===== src/rtl/spi_cmd_sequencer.sv =====
// -----------------------------------------------------------------------------
// spi_cmd_sequencer
//
// Upstream stage of the SPI facade. It pops 16-bit host commands
// {opcode[15:8], arg[7:0]}, runs them one at a time and collects the bytes
// the facade receives into a small response FIFO for the host.
//
//   opcode 0x00  transfer byte arg through the facade (go / busy / data_ready)
//   opcode 0x01  assert chip select
//   opcode 0x02  deassert chip select
//   opcode 0x03  wait arg*DELAY_UNIT clocks (arg==0 is a no-op)
//   other        dropped, sets the sticky err_opcode flag
//
// Parameters
//   RESP_DEPTH  response FIFO depth (power of two, >= 2)
//   DELAY_UNIT  clocks per delay count (>= 1)
//   TIMEOUT     watchdog limit in clocks for a transfer (watchdog builds only)
//
// Build option
//   SPI_SEQ_TIMEOUT_EN  when defined, a watchdog aborts a transfer that has
//                       spent TIMEOUT clocks in XFER_GO/XFER_WAIT, sets the
//                       sticky err_timeout flag and pushes nothing. When not
//                       defined, err_timeout is tied low and transfers wait
//                       for the facade indefinitely.
//
// Ports
//   clock           system clock
//   reset           synchronous, active-low reset
//   cmd_data        command word {opcode, arg}
//   cmd_valid       command word valid
//   cmd_ready       command accepted when cmd_valid & cmd_ready
//   resp_data       FIFO head byte, valid when resp_valid
//   resp_valid      response FIFO not empty
//   resp_ready      pops the head when resp_valid & resp_ready
//   spi_in_data     byte handed to the facade
//   spi_go          facade start request
//   spi_busy        facade transmitting
//   spi_data_ready  facade one-cycle completion pulse
//   spi_out_data    byte received by the facade, valid with spi_data_ready
//   cs_active       chip select asserted
//   err_opcode      sticky: unknown opcode seen
//   err_timeout     sticky: transfer watchdog expired
// -----------------------------------------------------------------------------
module spi_cmd_sequencer #(
  parameter int unsigned RESP_DEPTH = 16,
  parameter int unsigned DELAY_UNIT = 32,
  parameter int unsigned TIMEOUT    = 4096
) (
  input  logic        clock,
  input  logic        reset,
  input  logic [15:0] cmd_data,
  input  logic        cmd_valid,
  output logic        cmd_ready,
  output logic [7:0]  resp_data,
  output logic        resp_valid,
  input  logic        resp_ready,
  output logic [7:0]  spi_in_data,
  output logic        spi_go,
  input  logic        spi_busy,
  input  logic        spi_data_ready,
  input  logic [7:0]  spi_out_data,
  output logic        cs_active,
  output logic        err_opcode,
  output logic        err_timeout
);

  localparam int unsigned PTR_W = (RESP_DEPTH > 1) ? $clog2(RESP_DEPTH) : 1;
  localparam int unsigned CNT_W = $clog2(RESP_DEPTH + 1);
  // Wide enough for the largest load, 255 * DELAY_UNIT.
  localparam int unsigned DLY_W = $clog2(255 * DELAY_UNIT + 1);

  localparam logic [CNT_W-1:0] FULL_COUNT = CNT_W'(RESP_DEPTH);

  localparam logic [7:0] OP_XFER   = 8'h00;
  localparam logic [7:0] OP_CS_ON  = 8'h01;
  localparam logic [7:0] OP_CS_OFF = 8'h02;
  localparam logic [7:0] OP_DELAY  = 8'h03;

  typedef enum logic [1:0] {
    S_IDLE      = 2'd0,
    S_XFER_GO   = 2'd1,
    S_XFER_WAIT = 2'd2,
    S_DELAY     = 2'd3
  } state_t;

  // ---------------------------------------------------------------------------
  // State
  // ---------------------------------------------------------------------------
  state_t             state_q, state_d;
  logic               cs_q, cs_d;
  logic               err_op_q, err_op_d;
  logic [7:0]         in_data_q, in_data_d;
  logic [DLY_W-1:0]   dly_q, dly_d;

  logic [7:0]         mem [RESP_DEPTH];
  logic [PTR_W-1:0]   wr_ptr_q, rd_ptr_q;
  logic [PTR_W-1:0]   rd_ptr_inc;
  logic [CNT_W-1:0]   count_q, count_d;
  logic [7:0]         head_q, head_d;

  logic               push_req;
  logic               push_en;
  logic               pop_en;
  logic               timeout_hit;

  logic [7:0]         cmd_op;
  logic [7:0]         cmd_arg;

  assign cmd_op  = cmd_data[15:8];
  assign cmd_arg = cmd_data[7:0];

  // ---------------------------------------------------------------------------
  // Optional transfer watchdog
  // ---------------------------------------------------------------------------
`ifdef SPI_SEQ_TIMEOUT_EN
  localparam int unsigned TMR_W = (TIMEOUT > 1) ? $clog2(TIMEOUT + 1) : 1;

  logic [TMR_W-1:0] tmr_q, tmr_d;
  logic             err_to_q, err_to_d;
  logic             in_xfer;

  assign in_xfer = (state_q == S_XFER_GO) || (state_q == S_XFER_WAIT);

  // Fires on the TIMEOUT-th clock spent in the transfer states. A completion
  // pulse arriving on that very clock wins and the byte is kept.
  assign timeout_hit = in_xfer && (tmr_q == TMR_W'(TIMEOUT - 1)) &&
                       !((state_q == S_XFER_WAIT) && spi_data_ready);

  always_comb begin
    tmr_d    = tmr_q;
    err_to_d = err_to_q;
    // Held at zero while idle, so every transfer starts from a clean count.
    if (state_q == S_IDLE) begin
      tmr_d = '0;
    end else if (in_xfer) begin
      tmr_d = tmr_q + TMR_W'(1);
    end
    if (timeout_hit) begin
      err_to_d = 1'b1;
    end
  end

  always_ff @(posedge clock) begin
    if (!reset) begin
      tmr_q    <= '0;
      err_to_q <= 1'b0;
    end else begin
      tmr_q    <= tmr_d;
      err_to_q <= err_to_d;
    end
  end

  assign err_timeout = err_to_q;
`else
  assign timeout_hit = 1'b0;
  assign err_timeout = 1'b0;
`endif

  // ---------------------------------------------------------------------------
  // Command FSM: next state and outputs
  // ---------------------------------------------------------------------------
  always_comb begin
    state_d   = state_q;
    cs_d      = cs_q;
    err_op_d  = err_op_q;
    in_data_d = in_data_q;
    dly_d     = dly_q;
    cmd_ready = 1'b0;
    spi_go    = 1'b0;
    push_req  = 1'b0;

    case (state_q)
      S_IDLE: begin
        // Refusing every command while full guarantees room for the byte of
        // any transfer accepted here. Gated by reset so nothing is offered
        // while the block is being held in reset.
        cmd_ready = reset && (count_q != FULL_COUNT);
        if (cmd_valid && cmd_ready) begin
          case (cmd_op)
            OP_XFER: begin
              in_data_d = cmd_arg;
              state_d   = S_XFER_GO;
            end
            OP_CS_ON:  cs_d = 1'b1;
            OP_CS_OFF: cs_d = 1'b0;
            OP_DELAY: begin
              if (cmd_arg != 8'h00) begin
                dly_d   = DLY_W'(cmd_arg) * DLY_W'(DELAY_UNIT);
                state_d = S_DELAY;
              end
            end
            default: err_op_d = 1'b1;
          endcase
        end
      end

      S_XFER_GO: begin
        // go is held until the facade reports busy; it drops in the same
        // cycle the FSM moves on, so the facade sees exactly one request.
        if (timeout_hit) begin
          state_d = S_IDLE;
        end else if (spi_busy) begin
          state_d = S_XFER_WAIT;
        end else begin
          spi_go = 1'b1;
        end
      end

      S_XFER_WAIT: begin
        if (spi_data_ready) begin
          push_req = 1'b1;
          state_d  = S_IDLE;
        end else if (timeout_hit) begin
          state_d = S_IDLE;
        end
      end

      S_DELAY: begin
        // Entered with arg*DELAY_UNIT; leaving on the cycle the count is 1
        // gives exactly that many clocks in this state.
        dly_d = dly_q - DLY_W'(1);
        if (dly_q == DLY_W'(1)) begin
          state_d = S_IDLE;
        end
      end

      default: state_d = S_IDLE;
    endcase
  end

  always_ff @(posedge clock) begin
    if (!reset) begin
      state_q   <= S_IDLE;
      cs_q      <= 1'b0;
      err_op_q  <= 1'b0;
      in_data_q <= 8'h00;
      dly_q     <= '0;
    end else begin
      state_q   <= state_d;
      cs_q      <= cs_d;
      err_op_q  <= err_op_d;
      in_data_q <= in_data_d;
      dly_q     <= dly_d;
    end
  end

  assign cs_active   = cs_q;
  assign err_opcode  = err_op_q;
  assign spi_in_data = in_data_q;

  // ---------------------------------------------------------------------------
  // Response FIFO
  // ---------------------------------------------------------------------------
  assign pop_en     = resp_ready && (count_q != '0);
  assign push_en    = reset && push_req && ((count_q != FULL_COUNT) || pop_en);
  assign rd_ptr_inc = rd_ptr_q + PTR_W'(1);

  always_comb begin
    count_d = count_q;
    case ({push_en, pop_en})
      2'b10:   count_d = count_q + CNT_W'(1);
      2'b01:   count_d = count_q - CNT_W'(1);
      default: count_d = count_q;
    endcase
  end

  // The head byte lives in its own register so resp_data is a clean flop
  // output. It takes the incoming byte when that byte becomes the new head
  // (FIFO empty, or single entry being popped in the same cycle); otherwise
  // a pop advances it to the next stored entry.
  always_comb begin
    head_d = head_q;
    if (push_en && ((count_q == '0) || (pop_en && (count_q == CNT_W'(1))))) begin
      head_d = spi_out_data;
    end else if (pop_en && (count_q > CNT_W'(1))) begin
      head_d = mem[rd_ptr_inc];
    end
  end

  always_ff @(posedge clock) begin
    if (push_en) begin
      mem[wr_ptr_q] <= spi_out_data;
    end
  end

  always_ff @(posedge clock) begin
    if (!reset) begin
      wr_ptr_q <= '0;
      rd_ptr_q <= '0;
      count_q  <= '0;
      head_q   <= 8'h00;
    end else begin
      if (push_en) begin
        wr_ptr_q <= wr_ptr_q + PTR_W'(1);
      end
      if (pop_en) begin
        rd_ptr_q <= rd_ptr_inc;
      end
      count_q <= count_d;
      head_q  <= head_d;
    end
  end

  assign resp_valid = (count_q != '0);
  assign resp_data  = head_q;

endmodule


===== config.mk =====
export PLATFORM = sky130hd
export DESIGN_NAME = spi_cmd_sequencer
export DESIGN_NICKNAME = d
export VERILOG_FILES = /design/src/rtl/spi_cmd_sequencer.sv
export SDC_FILE = /design/constraint.sdc
export NUM_CORES = 1
export LEC_CHECK = 0
export BUFFER_PORTS_ARGS = -buffer_cell sky130_fd_sc_hd__buf_4
export CORE_MARGIN = 3
export CORE_UTILIZATION = 52
export CTS_CLUSTER_DIAMETER = 120
export DETAILED_ROUTE_END_ITERATION = 12
export PLACE_DENSITY = 0.71
export SLEW_MARGIN = 5
export SYNTH_ARGS = -nofsm -noshare
export SYNTH_HDL_FRONTEND = slang
export SYNTH_SLANG_ARGS = --single-unit

===== constraint.sdc =====
create_clock -name clock -period 2.3 [get_ports clock]
set_input_delay 0.345 -clock clock [delete_from_list [all_inputs] [get_ports clock]]
set_output_delay 0.345 -clock clock [all_outputs]
set_load 0.005 [all_outputs]

==> results of run 1 <==
==> registers in the layout, indices dropped and copies added, names as in the netlist <==
signal,cells
count_q,5
cs_active,1
dly_q,13
err_opcode,1
mem,128
rd_ptr_q,4
resp_data,8
spi_in_data,8
state_q,2
wr_ptr_q,4
==> worst min path at each step <==
stage                                  start                           to  slack, ns  depth (start not counted)
floorplan                    spi_out_data[0]          mem[0][0]$_DFFE_PP_       0.44                          0
global placement     err_opcode$_SDFFE_PN0P_      err_opcode$_SDFFE_PN0P_       0.46                          2
detailed placement  rd_ptr_q[1]$_SDFFE_PN0P_     rd_ptr_q[1]$_SDFFE_PN0P_       0.48                          2
CTS                              cmd_data[7]       dly_q[12]$_SDFFE_PN0P_       0.15                          3
global route                     cmd_data[7]  spi_in_data[7]$_SDFFE_PN0P_       0.17                          3
finish                           cmd_data[7]       dly_q[12]$_SDFFE_PN0P_       0.17                          3
==> layout by cell type, fill, tap and decap left out, types with 4 or more instances in the layout <==
| cell | instances |
|---|---|
| nor3_2 | 4 |
| xor2_1 | 8 |
| buf_4 | 87 |
| buf_12 | 4 |
| nor4_1 | 15 |
| mux2i_1 | 14 |
| nand2_1 | 22 |
| mux4_2 | 33 |
| mux2_2 | 8 |
| a21oi_1 | 16 |
| a31oi_1 | 7 |
| edfxtp_1 | 128 |
| clkbuf_16 | 17 |
| dfxtp_1 | 43 |
| nor3_1 | 11 |
| a22o_1 | 6 |
| xnor2_1 | 7 |
| nand3_1 | 8 |
| o31ai_1 | 4 |
| nor2_1 | 51 |
| inv_1 | 12 |
| a221o_1 | 6 |
| ha_1 | 11 |
==> per-stage QoR <==
stage               worst slack [ns]  util (%)
floorplan                     -0.126         -
global placement              0.0388      59.3
detailed placement           0.00987      59.3
CTS                           0.0117      63.5
global route                 0.00749      63.6
finish                         0.116      63.6
==> metal layers <==
| metal | vias to the layer above | routed length (um) | GRT usage [%] |
|---|---|---|---|
| met4 | 0 | 181 | 6.25 |
| met5 | - | 0 | 0 |
| met1 | 2332 | 6970 | 28.8 |
| met2 | 155 | 7750 | 31.7 |
| li1 | 2141 | - | - |
| met3 | 18 | 959 | 6.02 |
==> area by class of cell <==
cell class	count	area (sq um)
Timing Repair Buffer	91	733
Inverter	13	48.8
Fill cell	1010	5090
Sequential cell	174	4770
Clock inverter	14	144
Multi-Input combinational cell	291	2550
Tap cell	180	225
Clock buffer	18	429
==> power by group through the flow <==
stage	clock (mW)	sequential [mW]	combinational (mW)
global placement	0	3.66	2.30
finish	2.79	3.62	2.35
detailed placement	0	3.66	2.35
global route	2.97	3.63	2.53
CTS	2.84	3.60	2.36
floorplan	0	3.62	1.60
==> logic make-up (layout without fill, tap and decap cells) <==
| logic type | count (synthesis) | after routing | synth area share [%] |
|---|---|---|---|
| and+or+nand+nor | 142 | 142 | 9.90 |
| buffers and inverters | 39 | 136 | 3.07 |
| other | 1 | 1 | 0.0499 |
| muxes | 55 | 55 | 13.0 |
| xor gates and xnor gates | 17 | 17 | 2.18 |
| adders and majority gates | 11 | 11 | 1.83 |
| AOI/OAI and AO/OA | 65 | 65 | 6.56 |
| DFF | 174 | 174 | 63.4 |
==> what timing repair did <==
item / in CTS / in global routing
resized for setup: 1 / 6
pin swaps: 0 / 1
endpoints found under the setup margin: 6 / 119
==> critical path, delay by kind of cell, from the launching register on <==
kind,cells,cell delay [ns]
AND/OR/NAND/NOR,3,0.63
adder cells (fa/ha/maj),1,0.23
flip-flops,1,0.39
buffers and inverters,3,0.47
AO/OA/AOI/OAI,1,0.18
==> metrics.cfg, run 1 <==
[status]
status = finished clean

[placement]
dpl_cell_area_sq_um = 8300
dp.cells = 749
hpwl_um = 10600
place_congestion = 0.840
portBuffers = 50

[floorplan]
coreArea_sq_um = 14000
design.die.area_sq_um = 15900
die_h_um = 126
rows = 43
start_util_pct = 53.7
die_x_um = 126
io_pins = 52

[sta]
clock_skew_ns = 0.00938
rsz0062_at_grt = no
relSlewSlack_pct = 44.2
final-hold-violation-count = 0
tns_ns = 0
drv_slew = 0
period_needed_ns = 2.18
worst_slew_pin_slew_ns = 0.837
final.period_utilization_pct = 95.0
fmax_mhz = 458
timing.hold.ws_ns = 0.169
setup_violations = 0

[finish]
diodes = 0
nets = 629
instances_no_fill = 781
syn2layout_area_growth_pct = 18.5
final_area_sq_um = 8900
layout-drive-gt1-share_pct = 30.4

[logic_synthesis]
ys_seq_area_share_pct = 63.4
ys_seq_elements = 174
yosys_warnings = 0
syn_nets = 545
synth-main-ff-cell = edfxtp_1
syn_inst = 504
synthArstFlopShare_pct = 0
synth.most_common_cell = edfxtp_1
yosys-top-cells-count = edfxtp_1 (128), nor2_1 (52), dfxtp_1 (46)
synth_top_area_cell = edfxtp_1
syn_avg_cell_area_sq_um = 14.9
synth_area_leaders = edfxtp_1 (51%), dfxtp_1 (12%), mux4_2 (9.9%)
synth-edff-count = 128
ys_types = 70
synth.cell_area_sq_um = 7510
synthDominantCellAreaShare_pct = 51.2

[flow_run]
max_cap_violations = 0

[critical_path]
crit_fanout = 6
path_cells = inv_1 -> ha_1 -> and4bb_4 -> a21oi_2 -> buf_4 -> nand2_1 -> nor3_2 -> buf_4
r2r_setup_slack_ns = 0.12
cp_common_cell = buf_4
reg2reg_from = count_q[0]$_SDFFE_PN0P_
cp-endpoint = mem[3][4]$_DFFE_PP_
slowest_stage = dfxtp_2
reg2reg_to = mem[3][4]$_DFFE_PP_
slowest_delay_ns = 0.39
critPathLaunchType = flip-flop
crit_required_ns = 2.44
crit_path_end_kind = flip-flop
rr_worst_depth = 8
startpoint = count_q[0]$_SDFFE_PN0P_
path_class = reg2reg
cp.arrival_ns = 2.33

[global_route]
antenna_found_initial = 0
grt_max_degree = 34
grt_pass1_vias = 4596
grt-ovfl-total = 0
grt.total_usage_pct = 20.6
grt_pass1_wl_um = 24900

[route]
ant_nets = 0
drtIter0Drc = 569
wl_per_cell_um = 20.3
drc = 0
drt_first_pass_iters = 6
via_count = 4646
vias_per_cell = 5.95
postRouteWirelength_um = 15900

[worst_hold_path]
hold_class = in2reg

[pwr]
cellPowerDensity_nw_per_um2 = 984
power_switching_mw = 2.46
finalPower_mw = 8.75
ir_worst_vdd_mv = 0.656
clock_power_share_pct = 31.9
seqPwrFrac_pct = 41.3
comb_power_share_pct = 26.8
intPower_mw = 6.30
swShare_pct = 28.1
p_leak_nw = 3.04

[clock_network]
hold_buffers = 0
cts_setup_buffers = 0
cts_made_buffers = 17
cts_buffer_depth = 2
path_clk_slew_ns = 0.06
clock_sink_count = 174
cts_max_level = 4
cts_tree = done
clk_latency_ns = 0.43
root_buffer = clkbuf_16

Note: power is estimated with default switching activity, not from simulation.
==> run 2, diff against run 1 <==
--- a/config.mk
+++ b/config.mk
@@ -5,12 +5,13 @@
 export SDC_FILE = /design/constraint.sdc
 export NUM_CORES = 1
 export LEC_CHECK = 0
+export ABC_AREA = 1
 export BUFFER_PORTS_ARGS = -buffer_cell sky130_fd_sc_hd__buf_4
 export CORE_MARGIN = 3
-export CORE_UTILIZATION = 52
+export CORE_UTILIZATION = 32
 export CTS_CLUSTER_DIAMETER = 120
 export DETAILED_ROUTE_END_ITERATION = 12
-export PLACE_DENSITY = 0.71
+export PLACE_DENSITY = 0.47
 export SLEW_MARGIN = 5
 export SYNTH_ARGS = -nofsm -noshare
 export SYNTH_HDL_FRONTEND = slang
==> constraint.sdc (replaced) <==
create_clock -name clock -period 2.3 [get_ports clock]
set_input_delay 0.575 -clock clock [delete_from_list [all_inputs] [get_ports clock]]
set_output_delay 0.575 -clock clock [all_outputs]
set_load 0.005 [all_outputs]
==> run 2 against run 1 <==
Effect of this change:
- power grew 8.0%
- clock power rose by 7.2%
- first-iteration DRC count is 36% lower
- wire length rose by 33%
- highest routed layer unchanged
==> metrics.cfg, run 2 <==
[global_route]
grt-ovfl-total = 0  ; unchanged
grt.total_usage_pct = 15.6  ; -5.0 points
grt_max_degree = 43  ; +26%
grt_pass1_vias = 6008  ; +31%
grt_pass1_wl_um = 34000  ; +37%
antenna_found_initial = 0  ; unchanged

[sta]
final.period_utilization_pct = 94.1  ; -0.83 points
timing.hold.ws_ns = 0.412  ; +0.242 ns
setup_slack_ns = 0.135  ; +0.0192 ns
period_needed_ns = 2.16  ; -0.0192 ns
fmax_mhz = 462  ; +0.89%
final-hold-violation-count = 0  ; unchanged
drv_slew = 0  ; unchanged
clock_skew_ns = 0.0102  ; +0.000833 ns
tns_ns = 0  ; unchanged
rsz0062_at_grt = no
setup_violations = 0  ; unchanged

[critical_path]
cp.arrival_ns = 1.59  ; -0.74 ns
slowest_stage = dfxtp_1
crit_required_ns = 1.73  ; -0.71 ns
reg2reg_to = mem[14][7]$_DFFE_PP_
critPathLaunchType = flip-flop
crit_path_end_kind = primary output
slowest_delay_ns = 0.40  ; about the same
rr_worst_depth = 8  ; unchanged
crit_fanout = 5  ; -1
path_cells = inv_1 -> ha_2 -> nand3_4 -> nand2_1 -> nor2_1 -> buf_4
reg2reg_from = count_q[0]$_SDFFE_PN0P_
startpoint = count_q[0]$_SDFFE_PN0P_
path_class = reg2out
r2r_setup_slack_ns = 0.33  ; +0.21 ns
cp-endpoint = cmd_ready

[floorplan]
die_h_um = 167  ; +32%
io_pins = 52  ; unchanged
rows = 58  ; +35%
start_util_pct = 32.8  ; -21 points
die_x_um = 167  ; +32%
coreArea_sq_um = 25300  ; +81%
design.die.area_sq_um = 27900  ; +75%

[pwr]
ir_worst_vdd_mv = 0.394  ; -40%
swShare_pct = 34.8  ; +6.7 points
cellPowerDensity_nw_per_um2 = 963  ; -2.1%
power_switching_mw = 3.29  ; +34%
comb_power_share_pct = 31.0  ; +4.2 points
clock_power_share_pct = 31.6  ; -0.3 points
finalPower_mw = 9.46  ; +8.0%
seqPwrFrac_pct = 37.4  ; -3.9 points
intPower_mw = 6.17  ; -2.0%
p_leak_nw = 4.15  ; +37%

[logic_synthesis]
syn_avg_cell_area_sq_um = 8.81  ; -41%
synthDominantCellAreaShare_pct = 46.3  ; -4.9 points
ys_seq_elements = 174  ; unchanged
yosys_warnings = 0  ; unchanged
synth.cell_area_sq_um = 8300  ; +11%
syn_nets = 983  ; +80%
ys_seq_area_share_pct = 57.4  ; -6.1 points
syn_inst = 942  ; +87%
synth-edff-count = 128  ; unchanged
synthArstFlopShare_pct = 0  ; unchanged
synth_area_leaders = edfxtp_1 (46%), nand2_1 (14%), dfxtp_1 (11%)
ys_types = 40  ; -43%
synth_top_area_cell = edfxtp_1
yosys-top-cells-count = nand2_1 (303), edfxtp_1 (128), nand3_1 (124)
synth.most_common_cell = nand2_1
synth-main-ff-cell = edfxtp_1

[finish]
layout-drive-gt1-share_pct = 15.0  ; -15 points
fillers = 2588  ; +160%
diodes = 0  ; unchanged
largest_register_ff_count = 128  ; unchanged
syn2layout_area_growth_pct = 18.2
final_cell_mix = nand2_1 (303), edfxtp_1 (128), nand3_1 (124)
fin_util_pct = 38.8  ; -25 points
final_area_sq_um = 9820  ; +10%
mostFrequentLayoutCell = nand2_1
reg_top3 = mem x128, dly_q x13
instances_no_fill = 1356  ; +74%
nets = 1054  ; +68%
max_flop_register = mem

[route]
vias_per_cell = 4.53  ; -24%
via_count = 6145  ; +32%
drtIter0Drc = 367  ; -36%
ant_nets = 0  ; unchanged
drc = 0  ; unchanged
postRouteWirelength_um = 21200  ; +33%
drt_first_pass_iters = 5  ; -1
wl_per_cell_um = 15.6  ; -23%

[clock_network]
path_clk_slew_ns = 0.07  ; about the same
cts_max_level = 4  ; unchanged
cts_tree = done
cts_buffer_depth = 2  ; unchanged
cts_setup_buffers = 0  ; unchanged
hold_buffers = 0  ; unchanged
clock_sink_count = 174  ; unchanged
clk_latency_ns = 0.42  ; about the same
root_buffer = clkbuf_16
cts_made_buffers = 17  ; unchanged

[placement]
dpl_cell_area_sq_um = 9210  ; +11%
place_congestion = 0.788  ; -6.2%
portBuffers = 50  ; unchanged
hpwl_um = 14600  ; +37%
dp_slack_ns = 0.255  ; +0.245 ns
dp.cells = 1324  ; +77%

[worst_hold_path]
hold_class = in2reg

[flow_run]
max_cap_violations = 0  ; unchanged

[status]
status = finished clean

run 2: cell count changes after synthesis, moves of 15 or more:
cell     before  now
inv_1        12  112
o21ai_0       3   20
mux4_2       33    0
nand2_1      22  303
nand3_1       8  124
nor4_1       15    0
nor2_1       52   71
run 2: cell families after synthesis:
group	synth area share (%)
xor gates and xnor gates	0.965
AOI/OAI and AO/OA	4.39
buffers and inverters	7.75
DFF	57.4
other	0.0452
adders and majority gates	1.66
and+or+nand+nor	27.8
run 2: worst min-delay path by stage:
stage	from	endpoint	slack, ns	cells after the start
2_1_floorplan	dly_q[1]$_SDFFE_PN0P_	dly_q[1]$_SDFFE_PN0P_	0.45	2
3_3_place_gp	spi_in_data[1]$_SDFFE_PN0P_	spi_in_data[1]$_SDFFE_PN0P_	0.45	2
3_5_place_dp	spi_in_data[5]$_SDFFE_PN0P_	spi_in_data[5]$_SDFFE_PN0P_	0.46	2
4_1_cts	cmd_data[6]	spi_in_data[6]$_SDFFE_PN0P_	0.39	3
5_1_grt	cmd_data[6]	spi_in_data[6]$_SDFFE_PN0P_	0.41	3
6_report	cmd_data[6]	spi_in_data[6]$_SDFFE_PN0P_	0.41	3
run 2: area by class of cell:
class	count	area, sq um	share of cell area, %
repair buffers	85	663	6.75
multi-input cells	613	2900	29.5
flip-flops and latches	174	4770	48.5
well taps	330	413	4.21
inverters	122	470	4.79
clock buffers	18	429	4.37
clock inverters	14	179	1.82
run 2: power by group through the flow:
stage | logic (mW) | registers, mW | clock network, mW
2_1_floorplan | 1.91 | 3.58 | 0
3_3_place_gp | 2.98 | 3.61 | 0
3_5_place_dp | 2.97 | 3.61 | 0
4_1_cts | 2.98 | 3.54 | 3.07
5_1_grt | 3.29 | 3.55 | 3.19
6_report | 2.93 | 3.54 | 2.99
run 2: what timing repair did:
action / CTS / global route
setup endpoints to repair: 0 / 1
resized for setup: 0 / 1
endpoints found under the hold margin: 0 / 0
run 2: per-layer routing:
metal  global-route usage [%]  vias to the layer above  wire length [um]
met5                        0                        -                 0
met4                     4.05                        0               225
met3                     2.49                       15               475
met2                     26.0                       57             10500
met1                     21.2                     2882              9960
li1                         -                     3191                 -
run 2: critical path, delay by kind of cell (launching register included):
family	cells	cell delay, ns
flip-flops	1	0.40
adder cells (fa/ha/maj)	1	0.25
buffers and inverters	2	0.24
AND/OR/NAND/NOR	3	0.26
